===== config.mk =====
export PLATFORM = sky130hd
export DESIGN_NAME = m_pool_relu_p
export DESIGN_NICKNAME = d
export VERILOG_FILES = /design/src/rtl/m_pool_pkg.sv /design/src/rtl/m_pool_acc_bank.sv /design/src/rtl/m_pool_relu_p.sv
export SDC_FILE = /design/constraint.sdc
export NUM_CORES = 1
export LEC_CHECK = 0
export CORE_AREA = 2 2 97 117
export DETAILED_ROUTE_END_ITERATION = 16
export DIE_AREA = 0 0 99 119
export PLACE_DENSITY_LB_ADDON = 0.3
export SLEW_MARGIN = 10
export SYNTH_ARGS = -nofsm -noshare
export SYNTH_HDL_FRONTEND = slang
export SYNTH_SLANG_ARGS = --single-unit

===== constraint.sdc =====
create_clock -name clk_in -period 2.4 [get_ports clk_in]
set_input_delay 0.48 -clock clk_in [delete_from_list [all_inputs] [get_ports clk_in]]
set_output_delay 0.48 -clock clk_in [all_outputs]
set_load 0.02 [all_outputs]

===== src/rtl/m_pool_pkg.sv =====
// Shared types and width helpers for the pooling + ReLU stage.
// Optional average datapath is selected by defining POOL_AVG_EN.
package m_pool_pkg;

    typedef enum logic {RUN = 1'b0, DONE = 1'b1} pool_state_t;
    typedef enum logic {MAX = 1'b0, AVG = 1'b1} pool_mode_t;

    // Index width for a 0..n-1 counter, never narrower than one bit
    function automatic int unsigned idx_w(input int unsigned n);
        return (n > 1) ? $clog2(n) : 1;
    endfunction

    // Width able to hold the value n itself
    function automatic int unsigned cnt_w(input int unsigned n);
        return (n > 0) ? $clog2(n + 1) : 1;
    endfunction

    // Accumulator width: a full window sum needs log2(win) headroom bits
    function automatic int unsigned acc_w(input int unsigned dw, input int unsigned win,
                                          input bit avg_en);
        return avg_en ? dw + $clog2(win) : dw;
    endfunction

endpackage


===== src/rtl/m_pool_acc_bank.sv =====
// Per-channel accumulator bank with the max / mean datapath and ReLU result.
// Mean pooling is present only when POOL_AVG_EN is defined.
module m_pool_acc_bank
    import m_pool_pkg::*;
#(
    parameter  int unsigned DW  = 16,
    parameter  int unsigned WIN = 16,
    parameter  int unsigned CH  = 1,
    localparam int unsigned IW  = idx_w(CH)
) (
    input  logic                 clk_in,
    input  logic                 rst_n,
    input  logic                 clr,
    input  logic                 upd,
    input  logic                 close,
    input  logic                 avg,
    input  logic [IW-1:0]        idx,
    input  logic signed [DW-1:0] sample,
    output logic signed [DW-1:0] result_c
);

`ifdef POOL_AVG_EN
    localparam bit AVG_EN = 1'b1;
`else
    localparam bit AVG_EN = 1'b0;
`endif
    localparam int unsigned AW = acc_w(DW, WIN, AVG_EN);
    localparam int unsigned SH = $clog2(WIN);

    logic signed [AW-1:0] acc_q [CH];
    logic signed [AW-1:0] cur_c;
    logic signed [AW-1:0] samp_c;
    logic signed [AW-1:0] upd_c;

    // Next entry value and the ReLU'd window result including this sample
    always_comb begin
        cur_c    = acc_q[idx];
        samp_c   = AW'(sample);
        upd_c    = (samp_c > cur_c) ? samp_c : cur_c;
        result_c = DW'(upd_c);
`ifdef POOL_AVG_EN
        if (pool_mode_t'(avg) == AVG) begin
            upd_c    = cur_c + samp_c;
            result_c = upd_c[AW-1] ? '0 : DW'(upd_c >>> SH);
        end
`endif
    end

`ifndef POOL_AVG_EN
    logic unused_avg_c;
    assign unused_avg_c = avg;
`endif

    always_ff @(posedge clk_in or posedge rst_n) begin
        if (rst_n) begin
            for (int i = 0; i < CH; i++) acc_q[i] <= '0;
        end else if (clr) begin
            for (int i = 0; i < CH; i++) acc_q[i] <= '0;
        end else if (upd) begin
            acc_q[idx] <= close ? '0 : upd_c;
        end
    end

endmodule


===== src/rtl/m_pool_relu_p.sv =====
// Pooling + ReLU stage: window/channel counters, run/done FSM, output registers.
// Define POOL_AVG_EN to enable mean pooling via avg_mode.
module m_pool_relu_p
    import m_pool_pkg::*;
#(
    parameter int unsigned DW      = 16,
    parameter int unsigned WIN     = 16,
    parameter int unsigned CH      = 1,
    parameter int unsigned NUM_OUT = 484
) (
    input  logic                 clk_in,
    input  logic                 rst_n,
    input  logic                 clr,
    input  logic                 in_valid,
    input  logic signed [DW-1:0] map_in,
    input  logic                 avg_mode,
    output logic signed [DW-1:0] map_out,
    output logic                 wr,
    output logic                 ready
);

    localparam int unsigned IW = idx_w(CH);
    localparam int unsigned WW = idx_w(WIN);
    localparam int unsigned OW = cnt_w(NUM_OUT);

    pool_state_t          state_q, state_d;
    logic [IW-1:0]        ch_q, ch_d;
    logic [WW-1:0]        win_q, win_d;
    logic [OW-1:0]        out_q, out_d;
    logic                 wr_d, ready_d;
    logic signed [DW-1:0] map_d, res_c;
    logic                 full_c, accept_c, close_c;

    m_pool_acc_bank #(.DW(DW), .WIN(WIN), .CH(CH)) u_bank (
        .clk_in   (clk_in),
        .rst_n    (rst_n),
        .clr      (clr),
        .upd      (accept_c),
        .close    (close_c),
        .avg      (avg_mode),
        .idx      (ch_q),
        .sample   (map_in),
        .result_c (res_c)
    );

    // Next-state and registered-output logic
    always_comb begin
        full_c   = (out_q == OW'(NUM_OUT));
        accept_c = in_valid && !clr && (state_q == RUN) && !full_c;
        close_c  = accept_c && (win_q == WW'(WIN - 1));
        state_d  = state_q;
        ch_d     = ch_q;
        win_d    = win_q;
        out_d    = out_q;
        wr_d     = 1'b0;
        map_d    = map_out;
        ready_d  = !full_c;
        if (clr) begin
            state_d = RUN;
            ch_d    = '0;
            win_d   = '0;
            out_d   = '0;
            ready_d = 1'b1;
        end else begin
            if (full_c) state_d = DONE;
            if (accept_c) begin
                if (ch_q == IW'(CH - 1)) begin
                    ch_d  = '0;
                    win_d = (win_q == WW'(WIN - 1)) ? '0 : win_q + WW'(1);
                end else begin
                    ch_d = ch_q + IW'(1);
                end
                if (close_c) begin
                    wr_d  = 1'b1;
                    map_d = res_c;
                    out_d = out_q + OW'(1);
                end
            end
        end
    end

    always_ff @(posedge clk_in or posedge rst_n) begin
        if (rst_n) begin
            state_q <= RUN;
            ch_q    <= '0;
            win_q   <= '0;
            out_q   <= '0;
            wr      <= 1'b0;
            map_out <= '0;
            ready   <= 1'b1;
        end else begin
            state_q <= state_d;
            ch_q    <= ch_d;
            win_q   <= win_d;
            out_q   <= out_d;
            wr      <= wr_d;
            map_out <= map_d;
            ready   <= ready_d;
        end
    end

endmodule


==> impl_metrics.ini <==
[power]
leakagePower_nw = 1.687
power.total_w = 0.002000
peakVddDrop_mv = 0.2820
power_density_nw_per_um2 = 508.8

[timing]
setup_viol = 0
min_period_ns = 2.326
tns_ns = 0
finClkSkew_ns = 0.007888
finalHoldViolCount = 0
slew_headroom = 0.6863
drv_slew = 0
worstMarginPinSlew_ns = 0.4698
fmax_ghz = 0.4300
finalCritPeriodShare = 0.9690
rsz0062_at_grt = false
setup_slack_ns = 0.07440

[grt]
antenna_found_initial = 0
grt_pass1_wl_um = 13250
busiest_layer = met2
grt_use_met3 = 0.02289
track_usage = 0.1384
grtUsageMet2 = 0.2403
overflow = 0
grt_max_degree = 30
grt_use_met1 = 0.1759
first_global_vias = 2751

[clocking]
clock-sinks = 48
ctsHtreeMaxLevel = 2
clockBufferDepth = 2
cts_tree = yes
clk_pin_slew_ns = 0.07
worstSkewPairLatency_ns = 0.29
clock-root-buffer = clkbuf_16
cts_made_buffers = 5
holdBufCountCts = 0

[floorplanning]
fp-row-count = 42
start_util = 0.2613
fp.dieW_um = 99
num_io_pins = 39
dieHeight_um = 119
die-area_um2 = 11780
core_um2 = 10770

[finish]
fin_area_um2 = 3931
drive_above_1_share = 0.2195
diodes = 0
nets = 440
syn_to_final_growth_pct = 39.64

[job]
drv_cap = 0

[worst_setup_path]
r2r-start = u_bank.acc_q[1]
cp-end-kind = flip-flop
reg2reg_depth = 8
cp-start-kind = flip-flop
rrSetupSlack_ns = 0.07
cp_slowest_stage_delay_ns = 0.42
reg2reg_to = u_bank.acc_q[12]
path_cells = inv_1, ha_4, nor2b_1, o211ai_1, a2111o_1, and3_4, a311o_2, a22o_1
cp.required_ns = 2.58
cp_slowest_cell = a311o_2
worstPathMaxFanout = 8
arrival_ns = 2.51
path_class = flip-flop to flip-flop

[logic_synthesis]
avgSynthCellArea_um2 = 8.853
synth_common_cells = 82 x nor3_1, 47 x dfrtp_1, 27 x a21oi_1
synth.area.top_cells = dfrtp_1 42%, nor3_1 15%, ha_1 8.4%
synthCells = 318
yosysMostFrequentCell = nor3_1
synth_ff_type = dfrtp_1
yosysSeqAreaShare = 0.4271
yosysWarnings = 0
yosysTopAreaCell = dfrtp_1
synth_nets = 358
ys_seq_elements = 48
synth_edf_count = 0
mappedNetlistArea_um2 = 2815
synth_top_cell_area_share = 0.4178
yosys.cell_types.count = 39
ys_async_sr_fraction = 1.000

[hold_path]
hold-path-endpoint = u_bank.acc_q[7]
hp-start = map_in[7]
holdCritPathClass = primary input to flip-flop
hold_depth = 2

[drt]
avgViaCountPerCell = 5.109
drc = 0
ant_nets = 0
drt-initial-drc-count = 164
totalWireLength_um = 8014
wl_per_cell_um = 15.04
drtPass1Iterations = 4
vias = 2723

[placed_design]
globalplace.congestion = 0.7664
io_buffers = 37
place.detailed.hpwl_um = 5619
dpl-instance-area_um2 = 3631
post-place-ws_ns = -0.5191

[outcome]
status = finished, final reports clean
worst max-delay path by stage:
stage	start	endpoint	slack [ns]
2_1_floorplan	map_in[1]	u_bank.acc_q[0]	0.001
3_3_place_gp	map_in[1]	u_bank.acc_q[9]	-0.48
3_5_place_dp	map_in[1]	u_bank.acc_q[3]	-0.52
4_1_cts	map_in[1]	u_bank.acc_q[6]	0.02
5_1_grt	map_in[11]	map_out[3]	0.002
6_report	u_bank.acc_q[1]	u_bank.acc_q[12]	0.07
kinds of logic (layout without fill, tap and decap cells):
kind of cell    after synthesis  in the layout  synth area share
fa+ha+maj                    19             19           0.08445
mux                           2              2          0.007555
simple gates                143            143            0.2542
compound gates               63             64            0.1538
flops                        48             48            0.4271
xor+xnor                      5              5           0.01555
buf+inv                      38            120           0.05733
per-layer routing:
metal,share of wire,routed length [um]
met1,0.46,3676
met2,0.48,3864
met3,0.039,309
met4,0.020,163
met5,0,0
critical path: cells and delay by family (launching register included):
family                   cells  cell delay [ns]
adder cells (fa/ha/maj)      1             0.26
buffers and inverters        1             0.07
flip-flops                   1             0.36
AND/OR/NAND/NOR              2             0.34
AO/OA/AOI/OAI                4             1.18
where the power goes:
group / switching, W / total, W / internal (W)
clock network: 0.000328 / 0.000716 / 0.000389
logic: 0.000231 / 0.000427 / 0.000196
registers: 0.0000241 / 0.000857 / 0.000833
repair_timing:
action	CTS	global route
setup endpoints to repair	32	32
resized for setup	27	10
setup buffers	0	9
pin swaps	31	5
cloned	1	0
stage by stage:
step           utilization  std cells  hold WS, ns
2_1_floorplan            -        318       0.4887
3_3_place_gp        0.3371        515       0.5067
3_5_place_dp        0.3371        515       0.5365
4_1_cts             0.3570        524       0.5438
5_1_grt             0.3649        533       0.5131
6_report            0.3649        533       0.5068
area by class of cell:
type / instances / area [um^2]
repair buffers: 91 / 775.7
multi-input cells: 233 / 1560
clock inverters: 3 / 23.77
fillers: 1102 / 6842
flip-flops and latches: 48 / 1202
clock buffers: 5 / 125.1
well taps: 132 / 165.2
inverters: 21 / 78.83
cell usage in the layout (no fill, tap or decap), types with 2 or more instances in the layout:
cell type	n
a21oi_1	27
a22o_1	17
buf_4	50
buf_6	2
clkbuf_16	5
clkbuf_2	2
clkdlybuf4s50_1	21
clkinvlp_4	2
dfrtp_1	47
dlygate4sd2_1	14
ha_1	13
ha_4	6
inv_1	17
inv_2	4
nand2_1	10
nand3_1	4
nand4_1	5
nor2_1	25
nor2b_1	3
nor3_1	80
nor3_2	2
o211ai_1	2
o21ai_0	6
or3_1	6
xnor2_1	4
registers in the layout, indices dropped and copies added (netlist names):
name	count
ready	1
wr	1
u_bank.acc_q	16
out_q	9
state_q	1
map_out	16
win_q	4
(Power assumes the default switching activity.)
